===== src/rtl/startup_seq_ctrl_if.sv =====
// Signal bundle between the startup sequencer and the STARTUP_VIRTEX6 primitive.
// The sequencer uses master; the primitive side (or a bench) uses slave.
interface startup_seq_ctrl_if;
    logic eos_i;
    logic preq_i;
    logic gts_o;
    logic usrdoneo_o;
    logic usrdonets_o;
    logic usrcclko_o;
    logic usrcclkts_o;
    logic pack_o;

    modport master (
        input  eos_i, preq_i,
        output gts_o, usrdoneo_o, usrdonets_o, usrcclko_o, usrcclkts_o, pack_o
    );

    modport slave (
        output eos_i, preq_i,
        input  gts_o, usrdoneo_o, usrdonets_o, usrcclko_o, usrcclkts_o, pack_o
    );
endinterface


===== src/rtl/startup_seq_ctrl.sv =====
// Post-configuration startup sequencer: EOS settle, GTS release, user CCLK burst,
// DONE, system reset release, then PREQ/PACK reprogram handshake.
module startup_seq_ctrl #(
    parameter int SYNC_STAGES     = 2,
    parameter int SETTLE_CYCLES   = 16,
    parameter int GTS_HOLD_CYCLES = 8,
    parameter int CCLK_PULSES     = 4,
    parameter int CCLK_DIV        = 2,
    parameter int PACK_CYCLES     = 4,
    parameter int CNT_W           = 16
) (
    input  logic                clock,
    input  logic                reset_n,
    startup_seq_ctrl_if.master  prim,
    input  logic                prog_allow_i,
    output logic                sys_rst_n_o,
    output logic                ready_o,
    output logic                preq_pending_o,
    output logic [2:0]          state_o
);
    typedef enum logic [2:0] {
        WAIT_EOS  = 3'd0,
        HOLD      = 3'd1,
        GTS_WAIT  = 3'd2,
        BURST     = 3'd3,
        DONE      = 3'd4,
        RUN       = 3'd5,
        PACK      = 3'd6,
        PROG_WAIT = 3'd7
    } state_t;

    localparam logic [CNT_W-1:0] SETTLE_LEN = CNT_W'(SETTLE_CYCLES);
    localparam logic [CNT_W-1:0] GTS_LEN    = CNT_W'(GTS_HOLD_CYCLES);
    localparam logic [CNT_W-1:0] BURST_LEN  = CNT_W'(2 * CCLK_DIV * CCLK_PULSES);
    localparam logic [CNT_W-1:0] HALF_LEN   = CNT_W'(CCLK_DIV);
    localparam logic [CNT_W-1:0] PACK_LEN   = CNT_W'(PACK_CYCLES);
    localparam logic [CNT_W-1:0] CNT_ONE    = CNT_W'(1);

    logic [SYNC_STAGES-1:0] eos_sync_reg;
    logic [SYNC_STAGES-1:0] preq_sync_reg;
    logic                   eos_s;
    logic                   preq_s;

    state_t           state_reg, state_next;
    logic [CNT_W-1:0] cnt_reg, cnt_next;
    logic [CNT_W-1:0] half_reg, half_next;
    logic             cnt_last;

    logic gts_reg, gts_next;
    logic usrdoneo_reg, usrdoneo_next;
    logic usrdonets_reg, usrdonets_next;
    logic cclk_reg, cclk_next;
    logic cclkts_reg, cclkts_next;
    logic pack_reg, pack_next;
    logic sys_rst_n_reg, sys_rst_n_next;
    logic ready_reg, ready_next;
    logic pending_reg, pending_next;

    assign eos_s    = eos_sync_reg[SYNC_STAGES-1];
    assign preq_s   = preq_sync_reg[SYNC_STAGES-1];
    // A loaded count of 0 or 1 both mean "leave after this cycle".
    assign cnt_last = (cnt_reg <= CNT_ONE);

    always_ff @(posedge clock or negedge reset_n) begin
        if (!reset_n) begin
            eos_sync_reg  <= '0;
            preq_sync_reg <= '0;
            state_reg     <= WAIT_EOS;
            cnt_reg       <= '0;
            half_reg      <= '0;
            gts_reg       <= 1'b1;
            usrdoneo_reg  <= 1'b0;
            usrdonets_reg <= 1'b1;
            cclk_reg      <= 1'b0;
            cclkts_reg    <= 1'b1;
            pack_reg      <= 1'b0;
            sys_rst_n_reg <= 1'b0;
            ready_reg     <= 1'b0;
            pending_reg   <= 1'b0;
        end else begin
            eos_sync_reg  <= {eos_sync_reg[SYNC_STAGES-2:0], prim.eos_i};
            preq_sync_reg <= {preq_sync_reg[SYNC_STAGES-2:0], prim.preq_i};
            state_reg     <= state_next;
            cnt_reg       <= cnt_next;
            half_reg      <= half_next;
            gts_reg       <= gts_next;
            usrdoneo_reg  <= usrdoneo_next;
            usrdonets_reg <= usrdonets_next;
            cclk_reg      <= cclk_next;
            cclkts_reg    <= cclkts_next;
            pack_reg      <= pack_next;
            sys_rst_n_reg <= sys_rst_n_next;
            ready_reg     <= ready_next;
            pending_reg   <= pending_next;
        end
    end

    always_comb begin
        state_next = state_reg;
        cnt_next   = cnt_reg;
        half_next  = '0;
        cclk_next  = 1'b0;

        case (state_reg)
            WAIT_EOS: begin
                if (eos_s) begin
                    state_next = HOLD;
                    cnt_next   = SETTLE_LEN;
                end
            end
            HOLD: begin
                if (!eos_s) begin
                    state_next = WAIT_EOS;
                    cnt_next   = '0;
                end else if (cnt_last) begin
                    state_next = GTS_WAIT;
                    cnt_next   = GTS_LEN;
                end else begin
                    cnt_next = cnt_reg - 1'b1;
                end
            end
            GTS_WAIT: begin
                if (!eos_s) begin
                    state_next = WAIT_EOS;
                    cnt_next   = '0;
                end else if (cnt_last) begin
                    state_next = BURST;
                    cnt_next   = BURST_LEN;
                end else begin
                    cnt_next = cnt_reg - 1'b1;
                end
            end
            BURST: begin
                if (!eos_s) begin
                    state_next = WAIT_EOS;
                    cnt_next   = '0;
                end else if (cnt_last) begin
                    state_next = DONE;
                    cnt_next   = '0;
                end else begin
                    cnt_next = cnt_reg - 1'b1;
                end
            end
            DONE: begin
                state_next = eos_s ? RUN : WAIT_EOS;
                cnt_next   = '0;
            end
            RUN: begin
                // Level-serviced: a request already high on entry is taken at once.
                if (preq_s && prog_allow_i) begin
                    state_next = PACK;
                    cnt_next   = PACK_LEN;
                end
            end
            PACK: begin
                if (cnt_last) begin
                    state_next = PROG_WAIT;
                    cnt_next   = '0;
                end else begin
                    cnt_next = cnt_reg - 1'b1;
                end
            end
            PROG_WAIT: state_next = PROG_WAIT;
            default: begin
                state_next = WAIT_EOS;
                cnt_next   = '0;
            end
        endcase

        // USRCCLKO: high for the first CCLK_DIV cycles of each period, low on any exit.
        if (state_next == BURST && BURST_LEN != '0) begin
            if (state_reg != BURST) begin
                cclk_next = 1'b1;
                half_next = CNT_ONE;
            end else if (half_reg == HALF_LEN) begin
                cclk_next = !cclk_reg;
                half_next = CNT_ONE;
            end else begin
                cclk_next = cclk_reg;
                half_next = half_reg + 1'b1;
            end
        end

        gts_next       = 1'b1;
        usrdoneo_next  = 1'b0;
        usrdonets_next = 1'b1;
        cclkts_next    = 1'b1;
        pack_next      = 1'b0;
        sys_rst_n_next = 1'b0;
        ready_next     = 1'b0;
        case (state_next)
            GTS_WAIT: gts_next = 1'b0;
            BURST: begin
                gts_next    = 1'b0;
                cclkts_next = 1'b0;
            end
            DONE: begin
                gts_next       = 1'b0;
                usrdoneo_next  = 1'b1;
                usrdonets_next = 1'b0;
            end
            RUN: begin
                gts_next       = 1'b0;
                usrdoneo_next  = 1'b1;
                usrdonets_next = 1'b0;
                sys_rst_n_next = 1'b1;
                ready_next     = 1'b1;
            end
            PACK: begin
                gts_next       = 1'b0;
                usrdoneo_next  = 1'b1;
                usrdonets_next = 1'b0;
                pack_next      = 1'b1;
                sys_rst_n_next = 1'b1;
            end
            default: ;
        endcase
        pending_next = (state_next == RUN) && preq_s && !prog_allow_i;
    end

    assign prim.gts_o       = gts_reg;
    assign prim.usrdoneo_o  = usrdoneo_reg;
    assign prim.usrdonets_o = usrdonets_reg;
    assign prim.usrcclko_o  = cclk_reg;
    assign prim.usrcclkts_o = cclkts_reg;
    assign prim.pack_o      = pack_reg;
    assign sys_rst_n_o      = sys_rst_n_reg;
    assign ready_o          = ready_reg;
    assign preq_pending_o   = pending_reg;
    assign state_o          = state_reg;
endmodule


===== src/flat_wrapper.sv =====
// flat-port wrapper written by rule: the top's interface ports become plain ports
module startup_seq_ctrl_flat 
#(
    parameter int SYNC_STAGES     = 2,
    parameter int SETTLE_CYCLES   = 16,
    parameter int GTS_HOLD_CYCLES = 8,
    parameter int CCLK_PULSES     = 4,
    parameter int CCLK_DIV        = 2,
    parameter int PACK_CYCLES     = 4,
    parameter int CNT_W           = 16
)
  (clock, reset_n, prog_allow_i, sys_rst_n_o, ready_o, preq_pending_o, state_o, prim_eos_i, prim_preq_i, prim_gts_o, prim_usrdoneo_o, prim_usrdonets_o, prim_usrcclko_o, prim_usrcclkts_o, prim_pack_o);
  startup_seq_ctrl_if prim_i ();
  input  logic clock;
  input  logic reset_n;
  input  logic prog_allow_i;
  output logic sys_rst_n_o;
  output logic ready_o;
  output logic preq_pending_o;
  output logic [2:0] state_o;
  input wire logic [$bits(prim_i.eos_i)-1:0] prim_eos_i;
  input wire logic [$bits(prim_i.preq_i)-1:0] prim_preq_i;
  output wire logic [$bits(prim_i.gts_o)-1:0] prim_gts_o;
  output wire logic [$bits(prim_i.usrdoneo_o)-1:0] prim_usrdoneo_o;
  output wire logic [$bits(prim_i.usrdonets_o)-1:0] prim_usrdonets_o;
  output wire logic [$bits(prim_i.usrcclko_o)-1:0] prim_usrcclko_o;
  output wire logic [$bits(prim_i.usrcclkts_o)-1:0] prim_usrcclkts_o;
  output wire logic [$bits(prim_i.pack_o)-1:0] prim_pack_o;
  assign prim_i.eos_i = prim_eos_i;
  assign prim_i.preq_i = prim_preq_i;
  assign prim_gts_o = prim_i.gts_o;
  assign prim_usrdoneo_o = prim_i.usrdoneo_o;
  assign prim_usrdonets_o = prim_i.usrdonets_o;
  assign prim_usrcclko_o = prim_i.usrcclko_o;
  assign prim_usrcclkts_o = prim_i.usrcclkts_o;
  assign prim_pack_o = prim_i.pack_o;
  startup_seq_ctrl #(.SYNC_STAGES(SYNC_STAGES), .SETTLE_CYCLES(SETTLE_CYCLES), .GTS_HOLD_CYCLES(GTS_HOLD_CYCLES), .CCLK_PULSES(CCLK_PULSES), .CCLK_DIV(CCLK_DIV), .PACK_CYCLES(PACK_CYCLES), .CNT_W(CNT_W)) u_core (.clock(clock), .reset_n(reset_n), .prim(prim_i), .prog_allow_i(prog_allow_i), .sys_rst_n_o(sys_rst_n_o), .ready_o(ready_o), .preq_pending_o(preq_pending_o), .state_o(state_o));
endmodule

===== config.mk =====
export PLATFORM = sky130hd
export DESIGN_NAME = startup_seq_ctrl_flat
export DESIGN_NICKNAME = d
export VERILOG_FILES = /design/src/rtl/startup_seq_ctrl_if.sv /design/src/rtl/startup_seq_ctrl.sv /design/src/flat_wrapper.sv
export SDC_FILE = /design/constraint.sdc
export NUM_CORES = 1
export LEC_CHECK = 0
export ABC_CLOCK_PERIOD_IN_PS = 2500
export CORE_UTILIZATION = 44
export CTS_CLUSTER_DIAMETER = 80
export CTS_CLUSTER_SIZE = 16
export DETAILED_ROUTE_END_ITERATION = 7
export PLACE_DENSITY_LB_ADDON = 0.3
export SLEW_MARGIN = 25
export SYNTH_ARGS = -nofsm -noshare
export SYNTH_HDL_FRONTEND = slang
export SYNTH_SLANG_ARGS = --single-unit

===== constraint.sdc =====
create_clock -name clock -period 2.5 [get_ports clock]
set_input_delay 0.5 -clock clock [delete_from_list [all_inputs] [get_ports clock]]
set_output_delay 0.5 -clock clock [all_outputs]
set_load 0.1 [all_outputs]

==> impl_metrics.ini <==
[layout]
ff_latch_area_um2 = 1205
layout-drive-gt1-share = 0.1720
mostFrequentLayoutCells = dfrtp_1 (45), nor2_1 (25), buf_4 (21), o21ai_0 (13), nand2_1 (12)
fillers = 555
multi_input_area_um2 = 1301
areaGrowthSynthToFinish_pct = 11.53
antennaDiodeCount = 0
finalNetCount = 287
final_common_cell = dfrtp_1
stdcell_count = 351

[yosys]
synth_top_family_by_area = simple AND/OR/NAND/NOR gates
synthMuxAreaShare = 0
synthDistinctLibCells = 62
synth_flop_cell = dfrtp_1
synth_xor_area_frac = 0.05382
synthCells = 260
avgSynthCellArea_um2 = 10.01
yosys_warnings = 0
syn_nets = 269
syn_area_um2 = 2604
synth_compound_gate_area_share = 0.1826
synthAdderAreaFrac = 0.01922
async_reset_ff_frac = 1.000
synth-simple-area-share = 0.2441
synth_edf_count = 0
yosysSeqAreaShare = 0.4628
yosys_register_bits = 48

[cts]
cts_max_level = 2
cts_inserted_buffers = 5
cts_tree = built
cts-root-buf = clkbuf_8
clk_latency_ns = 0.30
cts_buffer_depth = 2
cts_setup_buffers = 0
cts.reportedPaths.clkPinSlew_ns = 0.09
clock-sinks = 48
holdBufCountCts = 0
cts_resized = 0

[routing]
num_vias = 2079
drcViolationCount = 0
detail_route.iter0.violations = 94
finalWirelength_um = 5507
via_per_inst = 5.923
wire_per_inst_um = 15.69
ant_nets = 0
drt-pass1-iter-count = 4

[power]
power.leakage_uw = 0.001178
ir_worst_vdd_mv = 0.9061
p_per_area_nw_per_um2 = 998.8

[floorplanning]
dieArea_um2 = 6229
chipWidth_um = 78.93
core_um2 = 5608
rows = 27
die_h_um = 78.93
boundaryPins = 17
floorplan.initialDensity = 0.4643

[worst_setup_path]
crit_buf_inv = 1
path_max_fanout = 7
cp_slowest_stage_delay_ns = 0.51
slowest_stage = clkdlybuf4s50_1
endpoint_kind = flip-flop
regToRegSetupSlack_ns = 0.48
cp.depth = 5
start_kind = input pin
cp_cell_sequence = clkdlybuf4s50_1 -> and3b_1 -> o2111ai_2 -> or4_1 -> a22oi_1
r2r_cells = 6
crit_arrival_ns = 2.26
cp.required_ns = 2.72
crit_family = simple AND/OR/NAND/NOR gates
criticalPathCategory = input pin to flip-flop

[grt]
grt_pass1_wl_um = 9535
grt_pass1_vias = 2074
grt.overflow.total = 0
antenna_found_initial = 0
grt_max_degree = 20
grtUsageTotal = 0.1956

[timing]
period_share = 0.8150
tightest_slew_ns = 0.5683
relSlewSlack = 0.6207
tns_ns = 0
final_hold_viol_count = 0
rsz0062_at_grt = no
min_period_ns = 2.038
drv_slew = 0
fin_skew_ns = 0.01209
setup_viol = 0
max_freq_ghz = 0.4908

[status]
outcome = complete, no violations

[place]
place_inst = 343
globalplace.congestion = 0.8292
port-buffer-count = 16
dp_hpwl_um = 3877

[worst_hold_path]
holdCritPathClass = input pin to async pin

[flow_run]
max_cap_violations = 0
[cells by family after synthesis]
kind of cell             count (synthesis)
buffers and inverters                   22
AO/OA/AOI/OAI                           63
AND/OR/NAND/NOR                        107
XOR/XNOR                                16
adder cells (fa/ha/maj)                  4
flip-flops                              48
[layout make-up]
cell class                 instances  share of cell area
multi-input combinational        190              0.4481
sequential                        48              0.4149
timing repair buffer              25             0.06635
tap                               72             0.03102
clock buffer                       7             0.02628
inverter                           8             0.01034
clock inverter                     1            0.003016
[path summary, 6_finish.rpt]
| path | to | startpoint |
|---|---|---|
| worst max-delay path | u_core.cnt_reg[9] | prog_allow_i |
| max in group asynchronous | u_core.prim.usrdonets_o | reset_n |
| worst max register to register | u_core.cnt_reg[2] | u_core.cnt_reg[0] |
| worst min-delay path | u_core.half_reg[12] | reset_n |
| worst min register to register | u_core.eos_sync_reg[1] | u_core.eos_sync_reg[0] |
| min in group clock | u_core.eos_sync_reg[1] | u_core.eos_sync_reg[0] |
[cell usage after synthesis (3+ instances only)]
library cell,number,area (um^2)
dfrtp_1,45,1126
nor2_1,25,93.84
o21ai_0,13,65.06
nand2_1,12,45.04
nand3_1,10,50.05
nand4_1,10,62.56
a22oi_1,8,60.06
clkbuf_1,8,30.03
inv_1,8,30.03
xnor2_1,8,70.07
xor2_1,8,70.07
nor3_1,7,35.03
nor4_1,6,37.54
or3_1,6,37.54
a21oi_1,5,25.02
o211ai_1,5,37.54
ha_1,4,50.05
o31ai_1,4,30.03
buf_2,3,15.01
dfstp_2,3,78.83
nor2b_1,3,18.77
nor3b_1,3,22.52
nor4_4,3,63.81
o21a_1,3,22.52
or4_1,3,22.52
[power breakdown]
group | internal (uW) | switching (uW)
Combinational | 486 | 855
Clock | 200 | 258
Sequential | 901 | 201
[worst register-to-register path, cell delays in order (launching register included)]
cell	delay, ns
dfrtp_1	0.48
inv_1	0.07
ha_1	0.27
o211ai_2	0.42
o21ai_0	0.14
buf_4	0.21
o311ai_0	0.31
[per-layer routing]
layer	wire [um]	GRT usage
met1	2630	0.2531
met3	142	0.02874
met2	2646	0.3252
met5	0	0
met4	88	0.08545
[stage by stage]
step | hold WS [ns] | setup slack, ns | power [uW] | util | area, um^2
after floorplan | 0.2044 | 0.1945 | 2180 | - | 2604
after CTS | 0.1390 | 0.4662 | 2908 | 0.5178 | 2904
final | 0.1213 | 0.4625 | 2901 | 0.5178 | 2904
after detailed placement | 0.3403 | 0.1592 | 2443 | 0.5027 | 2819
after global placement | 0.3375 | 0.2551 | 2413 | 0.5027 | 2819
after global routing | 0.1494 | 0.2527 | 3103 | 0.5178 | 2904
No activity file was read; power rests on OpenSTA's default activity.
